File: src/rtl/fifo_last_pipe.sv
// Tail of the drive/free token pipeline: DEPTH valid-bit stages that shift as a unit,
// tail released by an internal hold timer or by an external free, with completion counting.
module fifo_last_pipe #(
    parameter int DEPTH      = 2,
    parameter int FREE_DELAY = 4,
    parameter int EXT_FREE   = 0,
    parameter int CNT_W      = 16
) (
    input  logic             clk,
    input  logic             rst,
    input  logic             i_drive,
    output logic             o_free,
    input  logic             i_free_next,
    output logic [DEPTH-1:0] o_fire,
    output logic             o_done,
    output logic             o_drop,
    output logic             o_busy,
    output logic [CNT_W-1:0] o_fire_cnt
);

    localparam int T = DEPTH - 1;
    localparam logic [7:0] TMAX = 8'(FREE_DELAY - 1);

    logic [DEPTH-1:0] v;
    logic [DEPTH-1:0] leave;
    logic [DEPTH-1:0] cap;
    logic [7:0]       timer;
    logic             rel;
    logic             accept;

    assign rel    = v[T] & ((EXT_FREE != 0) ? i_free_next : (timer == TMAX));
    assign accept = i_drive & ~v[0];

    // leave[k]: stage k hands its token on this edge; the ready chain is folded in
    // as "next stage empty or itself leaving", evaluated from the tail downwards.
    always_comb begin
        leave    = '0;
        leave[T] = rel;
        for (int unsigned i = 1; i < DEPTH; i++) begin
            leave[DEPTH-1-i] = v[DEPTH-1-i] & (~v[DEPTH-i] | leave[DEPTH-i]);
        end
    end

    assign cap = (leave << 1) | DEPTH'(accept);

    always_ff @(posedge clk) begin
        if (rst) begin
            v          <= '0;
            timer      <= '0;
            o_fire     <= '0;
            o_done     <= 1'b0;
            o_drop     <= 1'b0;
            o_fire_cnt <= '0;
        end else begin
            v      <= cap | (v & ~leave);
            o_fire <= cap;
            o_done <= rel;
            o_drop <= i_drive & v[0];
            if (rel) begin
                o_fire_cnt <= o_fire_cnt + CNT_W'(1);
            end
            if (cap[T]) begin
                timer <= '0;
            end else if (v[T] && EXT_FREE == 0) begin
                timer <= timer + 8'd1;
            end
        end
    end

    assign o_free = ~v[0];
    assign o_busy = |v;

endmodule

File: config.mk
export PLATFORM = sky130hd
export DESIGN_NAME = fifo_last_pipe
export DESIGN_NICKNAME = d
export VERILOG_FILES = /design/src/rtl/fifo_last_pipe.sv
export SDC_FILE = /design/constraint.sdc
export NUM_CORES = 1
export LEC_CHECK = 0
export ABC_AREA = 1
export ABC_CLOCK_PERIOD_IN_PS = 2900
export CAP_MARGIN = 20
export CORE_AREA = 2 2 55 57
export DETAILED_ROUTE_END_ITERATION = 7
export DIE_AREA = 0 0 57 59
export HOLD_SLACK_MARGIN = 0.03
export PLACE_DENSITY_LB_ADDON = 0.1
export SYNTH_ARGS = -nofsm -noshare
export SYNTH_HDL_FRONTEND = slang
export SYNTH_SLANG_ARGS = --single-unit
export TNS_END_PERCENT = 50
File: constraint.sdc
create_clock -name clk -period 2.9 [get_ports clk]
set_input_delay 0.435 -clock clk [delete_from_list [all_inputs] [get_ports clk]]
set_output_delay 0.435 -clock clk [all_outputs]
set_load 0.05 [all_outputs]
Word level (Yosys, flattened, before mapping)
Index checks and enable logic that the tools add are counted.

storage, ports and cells
  output and inout bits = 22
  register bits = 30
  bits of input ports = 4
  word-level logic and storage cells = 22

cells by class
  eq/ne operators = 1
  add/sub/neg operators = 2
  bitwise gates (word level) = 11
  reductions and logical operators = 2

operators with widths
  operator                                                               count
  16-bit by 1-bit adder with 16-bit output, second input constant        1
  8-bit by 1-bit adder with 8-bit output, second input constant          1
  8-bit by 2-bit equality test with 1-bit output, second input constant  1
  1-bit AND                                                              4
  2-bit OR reduction                                                     2
  2-bit AND                                                              1
  1-bit NOT                                                              2
  2-bit NOT                                                              1
  2-bit by 1-bit OR with 2-bit output                                    1
  2-bit OR                                                               1
  1-bit OR                                                               1

Logic depth before layout (Yosys ltp)
Gate-level depths: netlist of run 1.

  depth after elaboration = 7
  mapped depth = 9
  gate-level depth less buffers = 8

Worst setup path before layout of run 1
No wires, ideal clock.

  kind = register to register
  from = reg o_fire_cnt[1]
  to = reg o_fire_cnt[12]
  buffers on the path = 0
  cell stages (with the launch flop) = 9
  arrival time = 1.597 ns
  data required time = 2.783 ns
  slack = 1.186 ns
  setup time = 0.117 ns
  period minus slack after synthesis = 1.714 ns
  cells stage by stage = dfxtp_1 -> ha_1 -> nand3_1 -> inv_1 -> nand2_1 -> nor2_1 -> nand3_1 -> nand2_1 -> nor2_1

between the ends
  word-level cells in the longest chain between the ends = 1

ends and longest elaborated chain
  element                                   line  source
  start: declaration                        18    output logic [CNT_W-1:0] o_fire_cnt
  start signal: assignment                  60    o_fire_cnt <= o_fire_cnt + CNT_W'(1);
  16-bit by 1-bit adder with 16-bit output  60

No other way between the ends.
A chain may end at the register's enable or synchronous reset.

Final worst setup path of run 1
  from = reg v[1]
  to = out o_busy

between the ends
  word-level cells in the longest chain between the ends = 1

ends and longest elaborated chain
  element                   line  source
  start: declaration        24    logic [DEPTH-1:0] v;
  start signal: assignment  55    v <= cap | (v & ~leave);
  2-bit OR reduction        71    assign o_busy = |v;
  end: declaration          17    output logic o_busy,

No other way between the ends.

==> results summary, run 1 <==
The count of cells along the worst register-to-register path is 8. Port buffering added 24 buffers. 0 antenna diodes ended up in the layout. After clock tree synthesis, the flow added hold-fix buffers numbering 0.

Setup repair after global routing left no endpoint under its margin. After detailed routing, the average wire length per cell comes to roughly 11 um. The slowest stage of the critical path belongs to the cell clkdlybuf4s50_1. The number of nets at the end of the flow is roughly 250. The DRC violations left is 0. The flop-to-flop setup slack came out at 1.24 ns. STA classifies the critical path endpoint as an output pin. The max-slew headroom at the worst pin came out at about 66%. By startpoint and endpoint, the worst setup path is classified as reg2out. The completed layout was analyzed and its total power is around 750 uW. The cell at the root of the clock tree is clkbuf_4. The fmax came out at around 0.43 GHz.

At the end of routability-driven placement, the weighted congestion stood at roughly 0.83. The worst hold slack is ~0.46 ns. The most common cell after layout, fill and taps aside is nand2_1. The floorplan step defined a die boundary enclosing 0.00336 sq mm. The clock transition at the registers of the reported paths came out at ~0.090 ns. The length of routed met3 wiring is about 110 um. The share of the yosys chip area belonging to registers came out at between 40% and 50%. The area growth from synthesis to layout came out at 20.9%. The length of routed met2 wiring is between 1000 and 1500 um. Clock skew on the completed layout was measured at around 0.0083 ns. The critical path contains buffers and inverters numbering 2 combined. The number of violations reported at the end of detailed-routing iteration 0 came out at 35. The first TritonRoute pass finished after 4 iterations.

The number of antenna violations at the first check in global routing came out at 0. For this block, the routed nets add up to about 3000 um of wire. The endpoint identified for the worst register-to-register timing path is o_fire_cnt[7]. Summed over all cells, the static leakage comes to 0.663 nW. The global router's overall resource usage is a little under a fifth. The worst ir drop on vdd is between 0.4 and 0.5 mV.

Once routing completed, OpenROAD measured the worst setup slack at around 0.59 ns. Along the worst path, the maximum fanout reaches 10. The total number of vias came out at around 1400. The startpoint of the lowest-slack hold path is v[0]. The number of synthesis warnings came out at 0.

The mean cell area of the mapped netlist came out at 6.68 sq um. With fillers left out, the area of the finished cells amounts to around 0.0017 sq mm. The clock drives 30 sinks.

The arrival time of the worst setup path is about 1.9 ns. The share of synthesized cell area in full adder, half adder and majority cells came out at around 1.7%. In the layout the commonest cells are nand2_1 (61), nor2_1 (46), dfxtp_1 (30). Ranked by total cell area, the synthesized netlist is headed by dfxtp_1 (42%), nand2_1 (16%), nor2_1 (12%), nand3_1 (5.9%), a21oi_1 (5.5%).

The core area came out at about 0.0027 sq mm. The clock latency reported for the late side of the worst-skew pair came out at roughly 0.33 ns. The sum of net half-perimeters after detailed placement came out at between 2000 and 2500 um. The number of different library cells in the post-synthesis netlist came out at 21.

Entering global routing, the biggest net connects 25 pins. In this run, placement finished with an instance count of 266. The hold path depth came out at 1. The wire length of the first global-routing pass came out at slightly below 5000 um. After detailed routing, the wire length on met1 is roughly 1300 um. The die width is between 50 and 60 um. Counting along the longest clock path gives a buffer depth of 2. The TritonCTS clock tree is yes. The cell type group with the largest total delay on the critical path is buffers and inverters.

The post-synthesis compound-gate area fraction is under 10%. Once the floorplan was initialized, standard cells occupied 53.3% of the core. The post-synthesis share of cell area spent on and, or, nand and nor gates came out at a little under two fifths. The ratio of total power to cell area came out at around 430 mW/mm^2. The number of H-tree levels came out at 2.

The count of placed standard cells in the final layout, fillers left out is 274. Setup violations remaining at the end of the flow were counted as 0. The run finished with clean final reports.

The aggregate negative setup slack came out at 0 ns. The critical path goes through inv_1 > nand2_1 > clkdlybuf4s50_1. In the synthesized netlist, the number of instances is about 220. The number of gates resized after CTS came out at 0.

By area, the combinational part of the netlist is dominated by simple AND/OR/NAND/NOR gates. The multiplexer share of the synthesized area came out at 0%. After filler insertion, the fill cell instance count of the layout stands at 266.

The overflow left after global routing came out at 0. The worst slack after detailed placement came out at roughly 0.93 ns. The final critical-path required period is 2.31 ns. The final core utilization came out at ~64%. The share of the synthesized area in the top cell type came out at about 42%. The net count of the mapped netlist came out at ~220. dfxtp_1 takes more of the synthesized area than any other cell. The die height is between 50 and 60 um. The type of the tightest min-delay check is reg2reg. The detail route stage leaves a number of antenna-violating nets equal to 0. Routed signal wires occupy layers up through met4. The final period utilization came out at about four fifths. The slew at the pin with the worst max-slew slack is just over 0.5 ns. Counting flops and latches in the post-synthesis netlist gives 30.

The number of global-route vias before repair came out at about 1200. The number of max-slew violations in the final report is 0. TritonCTS created 5 clock buffers. The hold violation count in the final report is 0. The detail-routed via count per cell is 5.05.

The worst register-to-register path begins at timer[0]. In the final layout, the share of cells above drive strength 1 is ~7%. For the worst setup path, the data required time is about 2.5 ns. In this run the cell area measured after placement is between 0.0015 and 0.002 sq mm. The delay of the slowest critical-path stage came out at 0.80 ns. The number of placement rows is 19. 26 I/O pins were placed.

The buffers inserted during post-CTS setup optimization came out at 0. The area share of xor/xnor cells in the synthesized design came out at between 4 and 5%. The worst setup path is launched from a flop. The path with the worst hold slack has its endpoint at o_fire[0]. The count of max-cap constraint violations is 0. In this run the cell area of the synthesized design comes to between 0.001 and 0.0015 sq mm.
## layout make-up
cell class	count	area (sq um)	share of cell area, %
Inverter	19	71.3	4.09
Multi-Input combinational cell	162	734	42.1
Sequential cell	30	601	34.4
Clock inverter	1	5.00	0.287
Tap cell	31	38.8	2.22
Timing Repair Buffer	24	240	13.8
Clock buffer	7	55.1	3.15
## routing by layer
layer	up-vias	GRT usage (%)
met5	-	0
met4	0	10.6
met1	627	20.8
li1	725	-
met3	9	7.64
met2	24	32.2
## worst register-to-register path, stage by stage (launching register included)
cell and delay, ns:
dfxtp_1 0.38, ha_1 0.23, nand2_1 0.08, nor2_2 0.12
nand2_2 0.07, nor2_4 0.40, nand3_1 0.14, nand2_1 0.09
nor2_1 0.05
## synthesized netlist by cell type
cell type / n
nor2_4: 1
a21oi_1: 16
clkbuf_1: 1
nand2_2: 2
nand2_1: 61
xor2_1: 5
nor2_1: 46
nor3_1: 2
a21oi_2: 1
dfxtp_1: 30
nand4_1: 1
inv_2: 4
ha_1: 2
buf_6: 2
o21ai_0: 4
xnor2_1: 2
nor2_2: 2
buf_4: 1
nand3_1: 17
buf_1: 1
inv_1: 15
## how the worst max path moves through the flow
stage | start | to | slack [ns] | cells past startpoint
floorplan | o_fire_cnt[1] | o_fire_cnt[12] | 1.19 | 8
global placement | v[1] | o_busy | 0.96 | 3
detailed placement | rst | v[0] | 0.93 | 4
CTS | v[1] | o_busy | 0.56 | 3
global route | v[1] | o_busy | 0.46 | 3
finish | v[1] | o_busy | 0.59 | 3
## where the power goes
part	internal (mW)	switching (mW)
logic	0.0178	0.0396
clock network	0.117	0.147
registers	0.418	0.00570
total	0.553	0.192
## state kept, by name, indices dropped and copies added (netlist names)
| signal | flops |
|---|---|
| o_fire_cnt | 16 |
| timer | 8 |
| o_fire | 2 |
| v | 2 |
| o_done | 1 |
| o_drop | 1 |
## cell families (layout without fill, tap and decap cells)
group,after synthesis,count (layout)
AO/OA/AOI/OAI,21,21
XOR/XNOR,7,7
adder cells (fa/ha/maj),2,2
buffers and inverters,24,51
flip-flops,30,30
AND/OR/NAND/NOR,132,132
No activity file was read; power rests on OpenSTA's default activity.
==> inputs of run 2 (changes only) <==
ABC_CLOCK_PERIOD_IN_PS = 2300   (was 2900)
CORE_AREA = 2 2 57 59   (was 2 2 55 57)
DIE_AREA = 0 0 59 61   (was 0 0 57 59)
clock period = 2.3 ns   (was 2.9 ns; I/O delays follow)
==> run 2 against run 1 <==
Combinational power rose by 38%. Sequential cell count did not move. First-iteration DRC count rose by 14%. Non-clock buffer count rose by 2. Global-route usage fell by 0.82 points. Via count fell by 3.3%. Clock-buffer cell count did not move. Worst setup slack got worse by 0.28 ns. Core utilization fell by 5.2 points. Total power rose by 20%. Critical path type unchanged. Critical endpoint unchanged.
==> results summary, run 2 (synthesized netlist as in run 1, its figures left out) <==
The run finished with clean final reports. The most flop-heavy register is o_fire_cnt. The clock sink count is 30. Setup violations remaining at the end of the flow were counted as 0. The first global-routing pass estimated about 4900 um of wire. The number of max-slew violations in the final report is 0.

At the worst endpoint, the required time is between 1.5 and 2 ns. The die width came out at approximately 59 um. The sum of net half-perimeters after detailed placement is between 2000 and 2500 um.

The aggregate negative setup slack is 0 ns. The final instance area is ~0.0017 sq mm. The number of buffers added by the clock tree synthesis step is 5. After layout, the minimum clock period comes to around 2 ns. The area growth from synthesis to layout came out at 21.1%. The library cell used most frequently in the layout, excluding fill and tap cells, is nand2_1. The analysis attributes to cell leakage a power of approximately 0.66 nW.

The final worst-path setup slack came out at a little over 0.3 ns. For this run, the share of the core covered by cells in the final layout is roughly three fifths. The starting utilization of the core area came out at around half. IR analysis of the VDD net gives a maximum drop of about 0.35 mV. The top cell types in the final layout, fill and taps aside, are nand2_1 (61), nor2_1 (46), dfxtp_1 (30). The ratio of total power to cell area is ~510 mW/mm^2. The average routed wire per standard cell is 10.2 um. The number of I/O port buffers came out at 24. The sum of routed wire length over all layers came out at between 2000 and 3000 um.

At the later pin of the worst-skew pair, clock insertion delay measures 0.33 ns. The number of top-level pins is 26. The die height came out at 61 um.

The arrival time of the worst setup path is 1.65 ns. The total number of vias came out at around 1300. The region available for standard cell placement spans roughly 0.003 sq mm. The number of global-route vias before repair came out at between 1000 and 1500.

Global routing finished with a remaining overflow of 0. The first-pass detailed-route iteration total is 4. The number of gates resized after CTS came out at 0. After the last flow step, the layout net total stands at 250. The maximum number of pins on one net before global-route repair came out at 25.

The hold violation count in the final report is 0. The buffers inserted during post-CTS setup optimization is 0. The number of violations reported at the end of detailed-routing iteration 0 is 40. The number of antenna violations at the first check in global routing is 0. The fmax is approximately 0.50 GHz. Global routing consumed, over all layers together, ~18% of the routing resources. The tightest min-delay check is of the reg2reg type. The cell at the root of the clock tree is clkbuf_4. The setup path with the least slack is of type reg2out. Setup repair after global routing left no endpoint under its margin. The number of placement rows came out at 20.

CTS built an H-tree with a depth of 2. The die covers ~0.0036 sq mm. The largest registers in the layout are o_fire_cnt x16, timer x8. The buffer depth of the longest clock path came out at 2.

The final period utilization is 86.8%. The post-route netlist has under 10% of its cells at a drive strength greater than 1. The area of placed instances came out at between 0.0015 and 0.002 sq mm. The flip-flop count of the largest register, all copies and words added came out at 16. The worst setup path is captured at an output pin. The congestion estimate from routability-driven global placement came to 0.818. The worst setup path is launched from a flop. For the final database, setup skew stands at around 0.012 ns. In this run the worst path has a maximum fanout of 5.

The repair_antennas step left the layout with diodes totalling 0. The count of max-cap constraint violations is 0. The slew at the pin with the worst max-slew slack came out at between 0.4 and 0.5 ns. The count of hold buffers inserted by post-cts repair came out at 0.

The DRC violations left is 0. The detail route stage leaves a number of antenna-violating nets equal to 0. Clock-pin slew was measured on the worst setup and hold paths at roughly 0.08 ns. The max-slew headroom at the worst pin came out at about 67%.

After detailed routing, the number of vias per cell comes to between 4 and 5. TritonCTS built the clock tree. The worst slack after detailed placement is around 0.66 ns.
run 2: cell types whose count changed in the layout (fill, tap and decap cells not counted):
| cell | change |
|---|---|
| clkinv_2 | -1 |
| clkbuf_8 | -1 |
| clkbuf_1 | +1 |
| buf_4 | +2 |
run 2: routing by layer:
metal  up-vias  part of all wire (%)  global-route usage (%)
met5         -                     0                       0
met4         0                   2.0                    9.09
met3         6                   3.4                    5.76
met2        16                    47                    29.7
met1       588                    47                    22.2
li1        729                     -                       -
run 2: critical path, stage by stage (launching register included):
cell	delay (ns)
dfxtp_1	0.35
inv_1	0.10
nand2_1	0.08
clkdlybuf4s50_1	0.79
run 2: area by class of cell:
type                       count  area [sq um]
clock buffer                   7          45.0
fill                         298          1200
inverter                      19          71.3
multi-input combinational    162           734
sequential                    30           601
tap                           33          41.3
timing repair buffer          26           255
run 2: per-stage QoR:
step / total power, mW / hold slack [ns] / instances
5_1_grt: 0.938 / 0.469 / 277
3_5_place_dp: 0.623 / 0.446 / 270
3_3_place_gp: 0.623 / 0.436 / 270
2_1_floorplan: 0.598 / 0.422 / 216
6_report: 0.894 / 0.453 / 277
4_1_cts: 0.917 / 0.458 / 277
run 2: final timing paths:
check             slack, ns  cells after the start  startpoint             end
setup / recovery       0.30                      3        v[0]          o_busy
hold / removal         0.45                      1        v[0]       o_fire[0]
setup reg to reg       0.69                      8    timer[0]  o_fire_cnt[15]
hold reg to reg        0.45                      1        v[0]       o_fire[0]
run 2: where the power goes:
| part | internal, mW | switching, mW | total, mW |
|---|---|---|---|
| clock | 0.115 | 0.169 | 0.284 |
| combinational | 0.0256 | 0.0535 | 0.0790 |
| sequential | 0.527 | 0.00390 | 0.531 |
==> inputs of run 3 (changes only) <==
CORE_AREA = 2 2 54 56   (was 2 2 57 59)
DIE_AREA = 0 0 56 58   (was 0 0 59 61)
DONT_BUFFER_PORTS = 1   (was default)
==> run 3 against run 2 <==
Fmax is 9.3% higher. Die area is 9.8% lower. Clock power is 14% higher. Sequential share of layout area is 2.9 points higher. Cell area is 7.9% lower. Total power is 2.1% higher. First-iteration DRC count is 5.0% higher. Critical path type unchanged. Highest routed layer unchanged.
==> results summary, run 3 (synthesized netlist as in run 1, its figures left out) <==
Leaving out fill and tap cells, the most frequent cell in the layout is nand2_1. The number of antenna violations at the first check in global routing was 0. The total setup violations reported at the end of the flow is 0.

The number of I/O port buffers came out at 0. The count of placed standard cells in the final layout, fillers left out came out at between 200 and 300. The flip-flop count of the largest register, all copies and words added is 16. The number of top-level pins is 26. Before CTS, the worst setup slack after placement is between 0.6 and 0.7 ns.

The aggregate negative setup slack came out at 0 ns. The max-slew headroom at the worst pin is between 60% and 70%. The clock latency reported for the late side of the worst-skew pair is approximately 0.33 ns. The final period utilization is 79.4%. In this run, post-CTS hold repair placed 0 buffers. Max-cap violations in this run came to 0. The worst path meets setup with about 0.47 ns of slack. The TritonCTS clock tree is yes. The number of violations reported at the end of detailed-routing iteration 0 is 42. The maximum number of pins on one net before global-route repair came out at 25. The number of gates resized after CTS came out at 0.

The clock sink count is 30. The DRC violations left is 0. The hold violation count in the final report is 0. The leakage power total is 0.655 nW. The slew at the pin with the worst max-slew slack came out at 0.592 ns. The total overflow left after global routing is 0. In the final layout, the share of cells above drive strength 1 is a little over an eighth. The most flop-heavy register is o_fire_cnt. The global placement routability congestion is a little under 0.8. The required time of the critical path came out at 1.96 ns. The final antenna diode count is 0. The remaining antenna violation count came out at 0. Using the TritonRoute via totals, the vias-per-cell ratio works out to between 5 and 6. Clock-pin slew was measured on the worst setup and hold paths at ~0.09 ns.

The finished cells cover around 0.0016 sq mm. The number of nets at the end of the flow is around 240. The number of max-slew violations in the final report was 0. The sum of routed wire length over all layers came out at around 2900 um. The largest registers in the layout are o_fire_cnt x16, timer x8. The smallest clock period supported by the final layout is computed as between 1.5 and 2 ns.

The flow ran to the end, and the final reports show no timing, DRC or antenna violations. The critical path launch point type is a flop. The root buffer cell chosen for the clock tree is clkbuf_4. STA classifies the critical path endpoint as an output pin. The buffers inserted during post-CTS setup optimization came out at 0. In the layout the commonest cells are nand2_1 (61), nor2_1 (46), dfxtp_1 (30). The area growth from synthesis to layout is 11.5%. The post-placement cell count came out at roughly 260. The area of placed instances came out at approximately 0.0016 sq mm.

The die is roughly 58 um tall. The number of placement rows came out at 19. The number of H-tree levels is 2. Among all stages on the critical path, the largest delay is contributed by nand2_1. The total number of vias came out at around 1300. In this run the deepest clock path goes through 2 buffers. IR analysis of the VDD net gives a maximum drop of about 0.5 mV. The number of buffers added by the clock tree synthesis step is 5. The cell type group with the largest total delay on the critical path is simple AND/OR/NAND/NOR gates. The core area came out at ~0.0027 sq mm. The die width is approximately 56 um.

The wire length of the first global-routing pass is 4970 um. The final core utilization is between 60% and 70%. The critical path is of the reg2out type. The number of global-route vias before repair came out at between 1000 and 1500.

The sum of net half-perimeters after detailed placement is between 2000 and 2500 um. The critical path goes through inv_1 > nand2_1. The starting utilization of the core area came out at 54.2%.

The number of buffer and inverter instances along the worst setup path came out at 1. The worst hold path belongs to the class in2reg. The ratio of total power to cell area is 567 mW/mm^2.

The global router's overall resource usage is 19.6%. The average routed wire per standard cell came out at around 11 um. The first-pass detailed-route iteration total came out at 4. The area of the die came out at 0.00325 sq mm. The number of fill cells in the layout came out at about 260. The fmax is around 0.55 GHz. The biggest fanout along the worst timing path is 5. In this design, the stage delay of the slowest critical-path cell is 0.43 ns.

The arrival time of the worst setup path came out at 1.48 ns. The final setup skew is 0.0121 ns. Setup repair after global routing left no endpoint under its margin.
[run 3: cell count changes in the layout (fill, tap and decap cells not counted)]
cell             before  now
clkdlybuf4s50_1      24    0
buf_4                 2   14
clkinv_2              0    1
clkbuf_8              0    1
clkbuf_1              2    1
[run 3: worst paths after layout]
path | startpoint | endpoint | slack [ns] | depth (start not counted)
setup / recovery | v[0] | o_busy | 0.47 | 2
hold / removal | rst | o_fire_cnt[8] | 0.07 | 1
setup reg to reg | timer[0] | o_fire_cnt[9] | 0.62 | 8
hold reg to reg | v[0] | o_fire[0] | 0.44 | 1
[run 3: cell type report]
| class | instances | area [sq um] | area share (%) |
|---|---|---|---|
| repair buffers | 14 | 105 | 6.53 |
| inverters | 19 | 71.3 | 4.43 |
| multi-input cells | 162 | 734 | 45.6 |
| clock inverters | 1 | 5.00 | 0.311 |
| well taps | 31 | 38.8 | 2.41 |
| flip-flops and latches | 30 | 601 | 37.3 |
| clock buffers | 7 | 55.1 | 3.42 |
[run 3: layer usage]
layer / wire, um / vias up / GRT usage [%]
met5: 0 / - / 0
met4: 73 / 0 / 10.9
met3: 105 / 9 / 6.70
met2: 1450 / 19 / 34.5
met1: 1320 / 614 / 20.7
li1: - / 705 / -
[run 3: report_power, final]
group          total, mW  internal [mW]  switching [mW]
Sequential         0.544          0.527          0.0172
Clock              0.325          0.148           0.178
Combinational     0.0434        0.00908          0.0343
[run 3: through the flow]
stage	hold WS, ns	total power [mW]
6_report	0.0671	0.913
5_1_grt	0.0408	0.950
4_1_cts	0.0448	0.931
3_5_place_dp	0.411	0.600
3_3_place_gp	0.410	0.599
2_1_floorplan	0.422	0.598
